==> src/rtl/vin_frequency_pkg.sv <==
// Shared state encoding, limits and the saturating scale helper for vin_frequency.
package vin_frequency_pkg;

  typedef enum logic [1:0] {
    IDLE    = 2'd0,
    SETTLE  = 2'd1,
    MEASURE = 2'd2
  } state_t;

  localparam logic [31:0] FREQ_MAX = 32'h7FFF_FFFF;

  // Wide product so a saturated edge count times any 32-bit scale cannot wrap.
  function automatic logic [31:0] sat_scale(input logic [32:0] count, input logic [31:0] scale);
    logic [64:0] prod;
    prod = {32'd0, count} * {33'd0, scale};
    if (prod > {33'd0, FREQ_MAX}) return FREQ_MAX;
    return prod[31:0];
  endfunction

endpackage

==> src/rtl/vin_sync_edge.sv <==
// Multi-flop synchronizer for an asynchronous input followed by a rising-edge detector.
module vin_sync_edge #(
  parameter int unsigned SYNC_STAGES = 2
) (
  input  logic clk,
  input  logic rst_n,
  input  logic din,
  output logic sync_out,
  output logic rise
);

  logic [SYNC_STAGES-1:0] chain;
  logic                   prev;

  always_ff @(posedge clk or negedge rst_n) begin
    if (!rst_n) begin
      chain <= '0;
      prev  <= 1'b0;
    end else begin
      chain <= {chain[SYNC_STAGES-2:0], din};
      prev  <= chain[SYNC_STAGES-1];
    end
  end

  assign sync_out = chain[SYNC_STAGES-1];
  assign rise     = sync_out & ~prev;

endmodule

==> src/rtl/vin_frequency.sv <==
// Gated rising-edge counter that publishes a scaled, saturated frequency word once per window.
// Optional direction input enabled by defining VIN_FREQUENCY_DIR_EN.
module vin_frequency
  import vin_frequency_pkg::*;
#(
  parameter int unsigned GATE_CYCLES = 5000000,
  parameter int unsigned FREQ_SCALE  = 10,
  parameter int unsigned SYNC_STAGES = 2
) (
  input  logic               clk,
  input  logic               rst_n,
  input  logic               SIGNAL,
`ifdef VIN_FREQUENCY_DIR_EN
  input  logic               DIR,
`endif
  input  logic               disabled,
  output logic signed [31:0] frequency,
  output logic               valid
);

  localparam logic [31:0] GATE_LAST   = 32'(GATE_CYCLES - 1);
  localparam logic [31:0] SETTLE_LAST = 32'(SYNC_STAGES);

  state_t             state, state_nxt;
  logic [31:0]        gate_cnt;
  logic [31:0]        edge_cnt;
  logic               sig_rise;
  logic               sig_sync_unused;
  logic               dir_neg;
  logic               settle_done;
  logic               window_end;
  logic [32:0]        total;
  logic [31:0]        mag;
  logic signed [31:0] next_freq;

  vin_sync_edge #(.SYNC_STAGES(SYNC_STAGES)) u_sig (
    .clk      (clk),
    .rst_n    (rst_n),
    .din      (SIGNAL),
    .sync_out (sig_sync_unused),
    .rise     (sig_rise)
  );

`ifdef VIN_FREQUENCY_DIR_EN
  logic dir_sync;
  logic dir_rise_unused;

  vin_sync_edge #(.SYNC_STAGES(SYNC_STAGES)) u_dir (
    .clk      (clk),
    .rst_n    (rst_n),
    .din      (DIR),
    .sync_out (dir_sync),
    .rise     (dir_rise_unused)
  );

  assign dir_neg = ~dir_sync;
`else
  assign dir_neg = 1'b0;
`endif

  // The gate counter doubles as the settle timer; it is always 0 on entry to SETTLE.
  assign settle_done = (state == SETTLE) && (gate_cnt == SETTLE_LAST);
  assign window_end  = (state == MEASURE) && (gate_cnt == GATE_LAST);
  assign total       = {1'b0, edge_cnt} + {32'd0, sig_rise};
  assign mag         = sat_scale(total, 32'(FREQ_SCALE));
  assign next_freq   = dir_neg ? -$signed(mag) : $signed(mag);

  always_ff @(posedge clk or negedge rst_n) begin
    if (!rst_n) state <= SETTLE;
    else        state <= state_nxt;
  end

  always_comb begin
    state_nxt = state;
    if (disabled) begin
      state_nxt = IDLE;
    end else begin
      case (state)
        IDLE:    state_nxt = SETTLE;
        SETTLE:  if (settle_done) state_nxt = MEASURE;
        MEASURE: state_nxt = MEASURE;
        default: state_nxt = SETTLE;
      endcase
    end
  end

  always_ff @(posedge clk or negedge rst_n) begin
    if (!rst_n) begin
      gate_cnt  <= '0;
      edge_cnt  <= '0;
      frequency <= '0;
      valid     <= 1'b0;
    end else begin
      valid <= 1'b0;
      if (disabled) begin
        gate_cnt  <= '0;
        edge_cnt  <= '0;
        frequency <= '0;
      end else begin
        case (state)
          SETTLE: begin
            gate_cnt <= settle_done ? '0 : gate_cnt + 32'd1;
            edge_cnt <= '0;
          end
          MEASURE: begin
            if (window_end) begin
              gate_cnt  <= '0;
              edge_cnt  <= '0;
              frequency <= next_freq;
              valid     <= 1'b1;
            end else begin
              gate_cnt <= gate_cnt + 32'd1;
              if (sig_rise && (edge_cnt != '1)) edge_cnt <= edge_cnt + 32'd1;
            end
          end
          default: begin
            gate_cnt <= '0;
            edge_cnt <= '0;
          end
        endcase
      end
    end
  end

endmodule

==> config.mk <==
export PLATFORM = sky130hd
export DESIGN_NAME = vin_frequency
export DESIGN_NICKNAME = d
export VERILOG_FILES = /design/src/rtl/vin_frequency_pkg.sv /design/src/rtl/vin_sync_edge.sv /design/src/rtl/vin_frequency.sv
export SDC_FILE = /design/constraint.sdc
export NUM_CORES = 1
export LEC_CHECK = 0
export ABC_CLOCK_PERIOD_IN_PS = 4500
export CAP_MARGIN = 10
export CORE_UTILIZATION = 52
export CTS_CLUSTER_SIZE = 20
export DETAILED_ROUTE_END_ITERATION = 10
export MAX_ROUTING_LAYER = met4
export PLACE_DENSITY = 0.71
export SLEW_MARGIN = 30
export SYNTH_ARGS = -nofsm -noshare
export SYNTH_HDL_FRONTEND = slang
export SYNTH_SLANG_ARGS = --single-unit
==> constraint.sdc <==
create_clock -name clk -period 4.5 [get_ports clk]
set_clock_uncertainty 0.15 [all_clocks]
set_input_delay 0.45 -clock clk [delete_from_list [all_inputs] [get_ports clk]]
set_output_delay 0.45 -clock clk [all_outputs]
set_load 0.02 [all_outputs]
==> flow_results.xml, run 1 <==
<?xml version="1.0" encoding="UTF-8"?>
<metrics>
  <group name="outcome">
    <metric name="run_status" unit="">finished clean</metric>
  </group>
  <group name="sta">
    <metric name="post_layout_minimum_cycle_time" unit="ns">4.40</metric>
    <metric name="hold_ws" unit="ns">0.214</metric>
    <metric name="final.setup.tns" unit="ns">0</metric>
    <metric name="period_share" unit="%">97.9</metric>
    <metric name="setup_viol" unit="">0</metric>
    <metric name="timing_worst_slew_pin_value" unit="ns">0.944</metric>
    <metric name="slew_headroom" unit="%">36.6</metric>
    <metric name="drv_slew" unit="">0</metric>
    <metric name="timing.final.hold_violations" unit="">0</metric>
    <metric name="maxClockFrequency" unit="MHz">227</metric>
  </group>
  <group name="power">
    <metric name="combinationalPowerShare" unit="%">7.7</metric>
    <metric name="power.static_leakage" unit="nW">4.31</metric>
    <metric name="netSwitchingFraction" unit="%">25.0</metric>
    <metric name="switching_power" unit="mW">0.475</metric>
    <metric name="pwr-share-seq" unit="%">49.7</metric>
    <metric name="cell_internal_pwr" unit="mW">1.42</metric>
    <metric name="p_clk_share" unit="%">42.6</metric>
    <metric name="pwr_density_cell" unit="nW/um^2">199</metric>
    <metric name="total_power" unit="mW">1.90</metric>
    <metric name="power.ir.vdd_worst" unit="V">0.000279</metric>
  </group>
  <group name="yosys">
    <metric name="yosys.area.top_type_share" unit="%">33.2</metric>
    <metric name="library_cell_with_the_highest_instance_count_after_synthesis" unit="">nor2_1</metric>
    <metric name="syn_area_per_cell" unit="um^2">8.96</metric>
    <metric name="count_of_unique_library_cells_instantiated_by_yosys" unit="">68</metric>
    <metric name="synth-async-reset-ratio" unit="%">100</metric>
    <metric name="seq_area_frac_synth" unit="%">33.5</metric>
    <metric name="ys_warns" unit="">0</metric>
    <metric name="synth.top_cells.by_count" unit="">103 x nor2_1, 101 x dfrtp_1, 67 x ha_1, 66 x nand2_1, 66 x xor2_1</metric>
    <metric name="post_synth_inst_count" unit="">850</metric>
    <metric name="ranking_of_synthesized_cells_by_area" unit="">dfrtp_1 33%, ha_1 11%, xor2_1 7.6%</metric>
    <metric name="ys_dominant_reg_cell" unit="">dfrtp_1</metric>
    <metric name="syn_area" unit="um^2">7620</metric>
    <metric name="post-synth-top-area-cell" unit="">dfrtp_1</metric>
    <metric name="synth_enable_flop_cells" unit="">0</metric>
    <metric name="syn-num-nets" unit="">922</metric>
    <metric name="synth.ff_latch_count" unit="">102</metric>
  </group>
  <group name="setup_path">
    <metric name="path_max_fanout" unit="">11</metric>
    <metric name="worst_setup_path_start_kind" unit="">register</metric>
    <metric name="crit_chain" unit="">nor2b_4, ha_4, nand2_1, nor2_2, nand3_1, xnor2_2, ha_1, ha_1, a21o_1, o21bai_2, o31ai_4, nand3_1, a221o_1, or2_1, a2111oi_4, buf_6, buf_8, a31oi_1</metric>
    <metric name="cp_slowest_cell" unit="">dfrtp_1</metric>
    <metric name="worst_path_largest_cell_delay" unit="ns">0.41</metric>
    <metric name="worst-setup-path-type" unit="">reg -&gt; reg</metric>
    <metric name="required" unit="ns">4.58</metric>
    <metric name="endpoint_kind" unit="">register</metric>
    <metric name="data_arrival_at_the_endpoint_of_the_critical_path" unit="ns">4.48</metric>
  </group>
  <group name="global_route">
    <metric name="antenna_found_initial" unit="">0</metric>
    <metric name="globalRoute.totalOverflow" unit="">0</metric>
    <metric name="grt_pass1_vias" unit="">6376</metric>
    <metric name="grt_first_pass_wirelength" unit="um">30700</metric>
    <metric name="grt_max_degree" unit="">69</metric>
    <metric name="grt_use_total" unit="%">26.3</metric>
  </group>
  <group name="cells_and_area">
    <metric name="layout.cells.non_filler" unit="">1139</metric>
    <metric name="antennaDiodeCount" unit="">0</metric>
    <metric name="fillerInstances" unit="">1160</metric>
    <metric name="area_growth" unit="%">25.4</metric>
    <metric name="design.final.nets" unit="">1026</metric>
    <metric name="final_layout_size_suffix_gt1_share" unit="%">22.4</metric>
    <metric name="area_occupied_by_multi_input_gates" unit="um^2">5200</metric>
    <metric name="layout.area.seq" unit="um^2">2560</metric>
  </group>
  <group name="clock_tree">
    <metric name="clock-sinks" unit="">102</metric>
    <metric name="cts_tree" unit="">built</metric>
    <metric name="cts_buffer_depth" unit="">2</metric>
    <metric name="clkSlewWorstSetupHoldPaths" unit="ns">0.07</metric>
    <metric name="clock_tree.root_cell" unit="">clkbuf_16</metric>
    <metric name="htreeDepth" unit="">3</metric>
    <metric name="clock_insertion_delay_worst_skew" unit="ns">0.36</metric>
    <metric name="cts_made_buffers" unit="">9</metric>
  </group>
  <group name="floorplan">
    <metric name="start_util" unit="%">54.1</metric>
    <metric name="placement_rows" unit="">43</metric>
    <metric name="core_region_area" unit="um^2">14100</metric>
    <metric name="die_area" unit="um^2">15100</metric>
    <metric name="die_w" unit="um">123</metric>
    <metric name="number_of_i_o_pins" unit="">37</metric>
    <metric name="chipHeight" unit="um">123</metric>
  </group>
  <group name="route">
    <metric name="drt-vias-per-instance" unit="">5.86</metric>
    <metric name="initialDrtViolationCount" unit="">426</metric>
    <metric name="drcViolationCount" unit="">0</metric>
    <metric name="drtAntennaViolNets" unit="">0</metric>
    <metric name="drt-pass1-iter-count" unit="">5</metric>
    <metric name="drt_wl_total" unit="um">19200</metric>
    <metric name="detailroute.via_count" unit="">6679</metric>
    <metric name="routed_wire_length_per_instance" unit="um">16.8</metric>
  </group>
  <group name="placed_design">
    <metric name="dp_hpwl" unit="um">14300</metric>
    <metric name="port-buffer-count" unit="">36</metric>
    <metric name="routabilityCongestion" unit="">0.983</metric>
    <metric name="placed_cells_incl_taps" unit="">1110</metric>
  </group>
  <group name="min_path">
    <metric name="hp-class" unit="">reg -&gt; reg</metric>
  </group>
  <group name="flow_run">
    <metric name="drv.max_cap_violation_count" unit="">0</metric>
  </group>
</metrics>
stage by stage:
stage / setup slack, ns / instance area (um^2) / util, %
floorplan: 0.0183 / 7630 / -
detailed placement: -0.321 / 8700 / 61.7
global route: -0.0740 / 9560 / 67.8
CTS: 0.0189 / 9130 / 64.8
global placement: -0.224 / 8700 / 61.7
finish: 0.0967 / 9560 / 67.8
state kept, by name, indices dropped and copies added, names as in the netlist:
name         count
edge_cnt        32
frequency       32
gate_cnt        32
state            2
u_sig.chain      2
u_sig.prev       1
valid            1
layout by cell type (no fill, tap or decap), drive strengths merged, types with 3 or more instances in the layout:
cell type      count
xor2              66
inv               20
a21oi             38
and2               3
nor3              14
nand2             66
or3                9
o31ai              5
nand3             42
dfrtp            101
o21a               3
and3              13
xnor2             51
nand2b             3
a2111oi            3
o21ai             22
ha                67
a31oi             36
clkbuf            12
buf              102
a21o              11
a211oi             6
clkdlybuf4s50     35
and4              10
nor4              11
nor2b              5
nor2             104
nand4             32
o21bai            35
o211ai             4
critical path, delay by kind of cell, from the launching register on:
family	cells	cell delay (ns)
AOI/OAI and AO/OA	6	1.51
and+or+nand+nor	6	0.90
adders and majority gates	3	0.80
DFF	1	0.41
buffers and inverters	2	0.33
xor gates and xnor gates	1	0.16
metal layers:
metal | vias to the layer above | GRT usage (%) | part of all wire, %
met5 | - | - | 0
met4 | 0 | 6.40 | 1.2
met3 | 24 | 3.64 | 4.0
met2 | 161 | 41.6 | 48
met1 | 3233 | 35.7 | 47
li1 | 3261 | - | -
power by group through the flow:
stage / Sequential (mW) / Clock, mW / Combinational (mW)
4_1_cts: 0.943 / 0.820 / 0.146
3_3_place_gp: 0.959 / 0 / 0.139
3_5_place_dp: 0.961 / 0 / 0.145
5_1_grt: 0.946 / 0.857 / 0.170
2_1_floorplan: 0.959 / 0 / 0.0964
6_report: 0.944 / 0.809 / 0.147
logic make-up after synthesis:
logic type / Yosys count / synth area share, %
buffers and inverters: 64 / 3.65
flip-flops: 102 / 33.5
AO/OA/AOI/OAI: 179 / 17.5
XOR/XNOR: 117 / 13.4
AND/OR/NAND/NOR: 320 / 20.7
adder cells (fa/ha/maj): 68 / 11.3
final timing paths:
kind                                  endpoint  depth (start not counted)            from  slack (ns)
worst min-delay path            u_sig.chain[1]                          0  u_sig.chain[0]        0.21
worst max-delay path              frequency[6]                         18      u_sig.prev         0.1
worst min register to register  u_sig.chain[1]                          0  u_sig.chain[0]        0.21
worst max register to register    frequency[6]                         18      u_sig.prev         0.1
max in group asynchronous         edge_cnt[15]                          3           rst_n        2.76
min in group asynchronous        frequency[26]                          2           rst_n        0.50
final cells by class:
class	count	area share, %
timing repair buffer	139	12.5
tap	180	2.36
sequential	102	26.8
inverter	18	0.707
clock buffer	11	2.54
clock inverter	5	0.668
multi-input combinational	684	54.4
what timing repair did:
| action | 4_1_cts | 5_1_grt |
|---|---|---|
| hold buffers | 0 | 1 |
| buffers inserted | 2 | 7 |
| endpoints found under the setup margin | 31 | 31 |
| gates cloned | 1 | 2 |
| hold endpoints to repair | 0 | 8 |
| pin swaps | 6 | 19 |
| gates resized for setup | 18 | 68 |
(Power assumes the default switching activity.)
==> inputs of run 2 (changes only) <==
ABC_CLOCK_PERIOD_IN_PS = not set   (was 4500)
GPL_ROUTABILITY_DRIVEN = 0   (was not set)
==> run 2 against run 1 <==
Effect of this change:
- the flow now finishes with violations (negative setup slack)
- total power shrank 1.8%
- wire length grew 9.4%
- global-route usage shrank 0.086 points
- combinational power is essentially flat
- count of clock-buffer cells in the layout shrank 2
- sequential power is essentially flat
- largest cell class unchanged
==> flow_results.xml, run 2 (synthesized netlist as in run 1, its figures left out) <==
<?xml version="1.0" encoding="UTF-8"?>
<metrics>
  <group name="setup_path">
    <metric name="worst_setup_path_start_kind" unit="">register</metric>
    <metric name="worst_path_largest_cell_delay" unit="ns">0.37</metric>
    <metric name="worstReg2RegStart" unit="">edge_cnt[2]</metric>
    <metric name="crit_chain" unit="">nand3_2, buf_4, nor3_4, nand2_2, buf_4, nor2_2, xor2_1, ha_1, ha_4, o21ai_1, nor2_2, o2111ai_2, buf_4, buf_4, a311oi_2, o21a_1, o21ai_1, a2111oi_4, buf_6, clkbuf_16, a31oi_2</metric>
    <metric name="path_common_cell" unit="">buf_4</metric>
    <metric name="crit_family" unit="">compound AO/OA/AOI/OAI gates</metric>
    <metric name="rr_worst_depth" unit="">21</metric>
    <metric name="path_max_fanout" unit="">6</metric>
    <metric name="worst-r2r-setup-slack" unit="ns">-0.05</metric>
    <metric name="critical_path.n_buffers_inverters" unit="">6</metric>
    <metric name="worst-setup-path-type" unit="">reg -&gt; reg</metric>
    <metric name="data_arrival_at_the_endpoint_of_the_critical_path" unit="ns">4.64</metric>
    <metric name="required" unit="ns">4.59</metric>
    <metric name="cp_slowest_cell" unit="">dfrtp_1</metric>
    <metric name="timing.rr.end" unit="">frequency[21]</metric>
    <metric name="endpoint_kind" unit="">register</metric>
  </group>
  <group name="clock_tree">
    <metric name="clock-sinks" unit="">102</metric>
    <metric name="clkSlewWorstSetupHoldPaths" unit="ns">0.07</metric>
    <metric name="cts_tree" unit="">built</metric>
    <metric name="cts_buffer_depth" unit="">2</metric>
    <metric name="htreeDepth" unit="">3</metric>
    <metric name="hold_bufs_at_cts" unit="">0</metric>
    <metric name="cts_made_buffers" unit="">9</metric>
    <metric name="clock_insertion_delay_worst_skew" unit="ns">0.37</metric>
    <metric name="clock_tree.root_cell" unit="">clkbuf_16</metric>
  </group>
  <group name="cells_and_area">
    <metric name="finish.utilization" unit="%">69.8</metric>
    <metric name="layout_common_cells" unit="">93 x dfrtp_1, 92 x nor2_1, 90 x buf_4, 59 x xor2_1, 56 x nand2_1</metric>
    <metric name="final_layout_size_suffix_gt1_share" unit="%">26.6</metric>
    <metric name="antennaDiodeCount" unit="">0</metric>
    <metric name="design.final.nets" unit="">1023</metric>
    <metric name="mostFrequentLayoutCell" unit="">dfrtp_1</metric>
    <metric name="area_growth" unit="%">29.2</metric>
    <metric name="reg_top3" unit="">edge_cnt x32, frequency x32, gate_cnt x32</metric>
  </group>
  <group name="floorplan">
    <metric name="die_area" unit="um^2">15100</metric>
    <metric name="start_util" unit="%">54.1</metric>
    <metric name="chipHeight" unit="um">123</metric>
    <metric name="placement_rows" unit="">43</metric>
    <metric name="die_w" unit="um">123</metric>
    <metric name="number_of_i_o_pins" unit="">37</metric>
    <metric name="core_region_area" unit="um^2">14100</metric>
  </group>
  <group name="route">
    <metric name="drt_wl_total" unit="um">21000</metric>
    <metric name="drtAntennaViolNets" unit="">0</metric>
    <metric name="drt-pass1-iter-count" unit="">5</metric>
    <metric name="initialDrtViolationCount" unit="">464</metric>
    <metric name="drcViolationCount" unit="">0</metric>
    <metric name="routed_wire_length_per_instance" unit="um">18.5</metric>
    <metric name="detailroute.via_count" unit="">7035</metric>
    <metric name="drt-vias-per-instance" unit="">6.19</metric>
  </group>
  <group name="min_path">
    <metric name="hp-class" unit="">in -&gt; async</metric>
  </group>
  <group name="sta">
    <metric name="slew_headroom" unit="%">38.5</metric>
    <metric name="timing.final.hold_violations" unit="">0</metric>
    <metric name="drv_slew" unit="">0</metric>
    <metric name="hold_ws" unit="ns">0.0127</metric>
    <metric name="rsz0062_at_grt" unit="">yes</metric>
    <metric name="timing_worst_slew_pin_value" unit="ns">0.916</metric>
    <metric name="maxClockFrequency" unit="MHz">220</metric>
    <metric name="period_share" unit="%">101</metric>
    <metric name="finalWorstSetupSlack" unit="ns">-0.0474</metric>
    <metric name="post_layout_minimum_cycle_time" unit="ns">4.55</metric>
    <metric name="final.setup.tns" unit="ns">-0.617</metric>
    <metric name="setup_viol" unit="">30</metric>
  </group>
  <group name="global_route">
    <metric name="globalRoute.totalOverflow" unit="">0</metric>
    <metric name="grt_pass1_vias" unit="">6459</metric>
    <metric name="grt_util_met1" unit="%">33.9</metric>
    <metric name="grt_most_used_layer" unit="">met2</metric>
    <metric name="globalRouteMet3Util" unit="%">3.69</metric>
    <metric name="grt_use_total" unit="%">26.2</metric>
    <metric name="grt_first_pass_wirelength" unit="um">30600</metric>
    <metric name="antenna_found_initial" unit="">0</metric>
    <metric name="grt.met2_usage" unit="%">42.2</metric>
    <metric name="grt_max_degree" unit="">69</metric>
  </group>
  <group name="power">
    <metric name="power.ir.vdd_worst" unit="V">0.000188</metric>
    <metric name="power.static_leakage" unit="nW">4.33</metric>
    <metric name="total_power" unit="mW">1.87</metric>
    <metric name="pwr_density_cell" unit="nW/um^2">190</metric>
  </group>
  <group name="placed_design">
    <metric name="dp_hpwl" unit="um">13600</metric>
    <metric name="port-buffer-count" unit="">36</metric>
  </group>
  <group name="outcome">
    <metric name="violations" unit="">negative setup slack</metric>
    <metric name="run_status" unit="">finished with violations</metric>
  </group>
  <group name="flow_run">
    <metric name="drv.max_cap_violation_count" unit="">0</metric>
  </group>
</metrics>
==> run 2: cell count changes in the layout (fill, tap and decap cells not counted), moves of 4 or more <==
cell,previous run,this run
ha_1,57,47
ha_4,7,16
nand2_1,63,56
nand2_2,3,9
a21oi_1,27,23
buf_4,94,90
nand3_1,38,34
xor2_1,63,59
xor2_2,3,7
==> run 2: worst max-delay path by stage <==
stage | slack, ns | from | to | cells after the start
after global placement | -0.0004 | edge_cnt[16] | frequency[16] | 17
after global routing | -0.20 | edge_cnt[2] | frequency[9] | 21
final | -0.05 | edge_cnt[2] | frequency[21] | 21
after detailed placement | -0.13 | u_sig.chain[1] | frequency[14] | 18
after CTS | 0.003 | edge_cnt[5] | frequency[19] | 21
after floorplan | 0.02 | edge_cnt[2] | frequency[20] | 19
==> run 2: layout make-up <==
class | instances | area [um^2]
Clock inverter | 7 | 62.6
Timing Repair Buffer | 136 | 1210
Multi-Input combinational cell | 684 | 5490
Sequential cell | 102 | 2560
Fill cell | 984 | 4250
Tap cell | 180 | 225
Inverter | 18 | 67.6
Clock buffer | 9 | 225
==> run 2: worst reg2reg max path: cells and delay by family, from the launching register on <==
kind / cells / cell delay [ns]
flops: 1 / 0.37
compound gates: 7 / 1.24
fa+ha+maj: 2 / 0.63
simple gates: 5 / 0.73
buf+inv: 6 / 1.09
xor+xnor: 1 / 0.23
==> run 2: through the flow <==
step | area (um^2) | instances | setup WS (ns)
after global routing | 9840 | 1136 | -0.198
final | 9840 | 1136 | -0.0474
after detailed placement | 8590 | 1095 | -0.131
after CTS | 8970 | 1114 | 0.00279
after global placement | 8580 | 1095 | -0.000406
after floorplan | 7630 | 850 | 0.0183
==> run 2: what timing repair did <==
action / in CTS / in global routing
endpoints found under the setup margin: 31 / 31
setup buffers: 2 / 18
cloned: 1 / 4
resized for setup: 15 / 127
pin swaps: 5 / 38
==> run 2: power by group <==
| group | leakage, nW | switching, mW | internal (mW) |
|---|---|---|---|
| clock network | 0.145 | 0.386 | 0.389 |
| logic | 2.79 | 0.109 | 0.0389 |
| registers | 1.40 | 0.0109 | 0.932 |
==> run 2: metal layers <==
metal	wire [um]	part of all wire, %
met5	0	0
met4	789	3.8
met1	8670	41
met3	1280	6.1
met2	10200	49
==> inputs of run 3 (changes only) <==
CORE_UTILIZATION = 56   (was 52)
PLACE_DENSITY = 0.76   (was 0.71)
==> run 3 against run 2 <==
Effect of this change:
- the flow now finishes without violations
- first-iteration DRC count is 14% higher
- non-clock buffer count is 7 lower
- maximum frequency is 1.2% higher
- critical path depth stayed put
- largest cell class unchanged
- highest routed layer unchanged
==> flow_results.xml, run 3 (synthesized netlist as in run 1, its figures left out) <==
<?xml version="1.0" encoding="UTF-8"?>
<metrics>
  <group name="outcome">
    <metric name="run_status" unit="">finished clean</metric>
  </group>
  <group name="power">
    <metric name="combinationalPowerShare" unit="%">7.9</metric>
    <metric name="pwr-share-seq" unit="%">51.3</metric>
    <metric name="netSwitchingFraction" unit="%">26.2</metric>
    <metric name="power.ir.vdd_worst" unit="V">0.000167</metric>
    <metric name="p_clk_share" unit="%">40.8</metric>
    <metric name="cell_internal_pwr" unit="mW">1.36</metric>
    <metric name="switching_power" unit="mW">0.482</metric>
    <metric name="power.static_leakage" unit="nW">4.28</metric>
    <metric name="pwr_density_cell" unit="nW/um^2">194</metric>
  </group>
  <group name="sta">
    <metric name="maxClockFrequency" unit="MHz">223</metric>
    <metric name="setup_viol" unit="">0</metric>
    <metric name="period_share" unit="%">99.8</metric>
    <metric name="drv_slew" unit="">0</metric>
    <metric name="post_layout_minimum_cycle_time" unit="ns">4.49</metric>
    <metric name="slew_headroom" unit="%">39.9</metric>
    <metric name="timing.final.hold_violations" unit="">0</metric>
    <metric name="timing_worst_slew_pin_value" unit="ns">0.895</metric>
  </group>
  <group name="floorplan">
    <metric name="start_util" unit="%">57.5</metric>
    <metric name="die_w" unit="um">119</metric>
    <metric name="core_region_area" unit="um^2">13200</metric>
    <metric name="number_of_i_o_pins" unit="">37</metric>
    <metric name="chipHeight" unit="um">119</metric>
    <metric name="die_area" unit="um^2">14100</metric>
    <metric name="placement_rows" unit="">42</metric>
  </group>
  <group name="cells_and_area">
    <metric name="area_growth" unit="%">24.5</metric>
    <metric name="final_layout_size_suffix_gt1_share" unit="%">22.7</metric>
    <metric name="layout_common_cells" unit="">97 x nor2_1, 97 x dfrtp_1, 86 x buf_4, 62 x xor2_1, 61 x nand2_1</metric>
    <metric name="antennaDiodeCount" unit="">0</metric>
    <metric name="finish.utilization" unit="%">71.7</metric>
    <metric name="fin_area" unit="um^2">9490</metric>
    <metric name="reg_top3" unit="">edge_cnt x32, frequency x32, gate_cnt x32</metric>
    <metric name="design.final.nets" unit="">1016</metric>
  </group>
  <group name="clock_tree">
    <metric name="cts_buffer_depth" unit="">2</metric>
    <metric name="hold_bufs_at_cts" unit="">0</metric>
    <metric name="htreeDepth" unit="">3</metric>
    <metric name="cts_made_buffers" unit="">9</metric>
    <metric name="clock-sinks" unit="">102</metric>
    <metric name="clkSlewWorstSetupHoldPaths" unit="ns">0.07</metric>
    <metric name="cts_tree" unit="">built</metric>
    <metric name="clock_tree.root_cell" unit="">clkbuf_16</metric>
    <metric name="clock_insertion_delay_worst_skew" unit="ns">0.36</metric>
  </group>
  <group name="placed_design">
    <metric name="port-buffer-count" unit="">36</metric>
    <metric name="detailed_place.area" unit="um^2">8570</metric>
    <metric name="dp_hpwl" unit="um">14000</metric>
  </group>
  <group name="route">
    <metric name="drtAntennaViolNets" unit="">0</metric>
    <metric name="drt_wl_total" unit="um">20000</metric>
    <metric name="drt-pass1-iter-count" unit="">6</metric>
    <metric name="detailroute.via_count" unit="">7008</metric>
    <metric name="routed_wire_length_per_instance" unit="um">17.8</metric>
    <metric name="drcViolationCount" unit="">0</metric>
    <metric name="initialDrtViolationCount" unit="">530</metric>
    <metric name="drt-vias-per-instance" unit="">6.23</metric>
  </group>
  <group name="min_path">
    <metric name="hp-class" unit="">in -&gt; async</metric>
  </group>
  <group name="setup_path">
    <metric name="critical_path.n_buffers_inverters" unit="">5</metric>
    <metric name="worst-setup-path-type" unit="">reg -&gt; reg</metric>
    <metric name="worst-path-stages" unit="">21</metric>
    <metric name="data_arrival_at_the_endpoint_of_the_critical_path" unit="ns">4.57</metric>
    <metric name="timing.rr.end" unit="">frequency[4]</metric>
    <metric name="worst_path_largest_cell_delay" unit="ns">0.40</metric>
    <metric name="endpoint_kind" unit="">register</metric>
    <metric name="rr_worst_depth" unit="">21</metric>
    <metric name="worst-r2r-setup-slack" unit="ns">0.007</metric>
    <metric name="setup.worst_path.end" unit="">frequency[4]</metric>
    <metric name="cp_slowest_cell" unit="">dfrtp_1</metric>
    <metric name="required" unit="ns">4.58</metric>
    <metric name="worstReg2RegStart" unit="">u_sig.prev</metric>
    <metric name="path_max_fanout" unit="">11</metric>
    <metric name="crit_family" unit="">simple AND/OR/NAND/NOR gates</metric>
    <metric name="worst_setup_path_start_kind" unit="">register</metric>
    <metric name="timing.critical_path.from" unit="">u_sig.prev</metric>
    <metric name="path_common_cell" unit="">buf_4</metric>
    <metric name="crit_chain" unit="">nor2b_4, ha_4, nand4_1, nor2_2, buf_4, buf_4, nand2_1, xnor2_2, ha_1, ha_1, buf_4, nand4_1, nor2_1, nand3_1, nor2_1, a221o_1, or2_1, a2111oi_4, buf_4, buf_6, a31oi_1</metric>
  </group>
  <group name="global_route">
    <metric name="grt_max_degree" unit="">65</metric>
    <metric name="globalRoute.totalOverflow" unit="">0</metric>
    <metric name="grt_pass1_vias" unit="">6656</metric>
    <metric name="grt_use_total" unit="%">28.0</metric>
    <metric name="grt_first_pass_wirelength" unit="um">31200</metric>
    <metric name="antenna_found_initial" unit="">0</metric>
  </group>
  <group name="flow_run">
    <metric name="drv.max_cap_violation_count" unit="">0</metric>
  </group>
</metrics>
[run 3: power groups by stage]
stage	sequential, mW	combinational [mW]	clock (mW)
2_1_floorplan	0.959	0.0964	0
3_3_place_gp	0.959	0.136	0
3_5_place_dp	0.961	0.144	0
4_1_cts	0.943	0.146	0.764
5_1_grt	0.945	0.167	0.801
6_report	0.943	0.146	0.749
[run 3: what timing repair did]
action / 4_1_cts / 5_1_grt
gates cloned: 1 / 1
gates resized for setup: 20 / 74
buffers inserted: 3 / 15
endpoints found under the setup margin: 31 / 31
pin swaps: 8 / 24
[run 3: worst min-delay path by stage]
stage	endpoint	slack, ns
finish	frequency[27]	0.004
floorplan	edge_cnt[0]	0.004
global placement	u_sig.chain[1]	0.19
CTS	frequency[27]	0.04
global route	frequency[27]	0.08
detailed placement	u_sig.chain[1]	0.19
[run 3: stage by stage]
stage	power (mW)	hold WS, ns	cells	TNS, ns	worst slack [ns]
after floorplan	1.05	0.00441	850	0	0.0183
after global placement	1.10	0.187	1089	-0.339	-0.0236
after detailed placement	1.11	0.186	1089	-5.90	-0.228
after CTS	1.85	0.0425	1109	0	0.000742
after global routing	1.91	0.0756	1125	-4.39	-0.163
final	1.84	0.00400	1125	0	0.00732
[run 3: layer usage]
| layer | vias to the layer above | global-route usage, % | part of all wire (%) |
|---|---|---|---|
| met2 | 311 | 45.8 | 49 |
| met3 | 60 | 4.78 | 6.0 |
| met5 | - | - | 0 |
| met1 | 3389 | 34.6 | 41 |
| met4 | 0 | 10.5 | 3.1 |
| li1 | 3248 | - | - |
[run 3: layout make-up]
type                       instances  area (um^2)
clock buffer                      10          229
tap                              176          220
multi-input combinational        684         5280
inverter                          18         67.6
clock inverter                     6         48.8
timing repair buffer             129         1090
fill                             947         3750
sequential                       102         2560
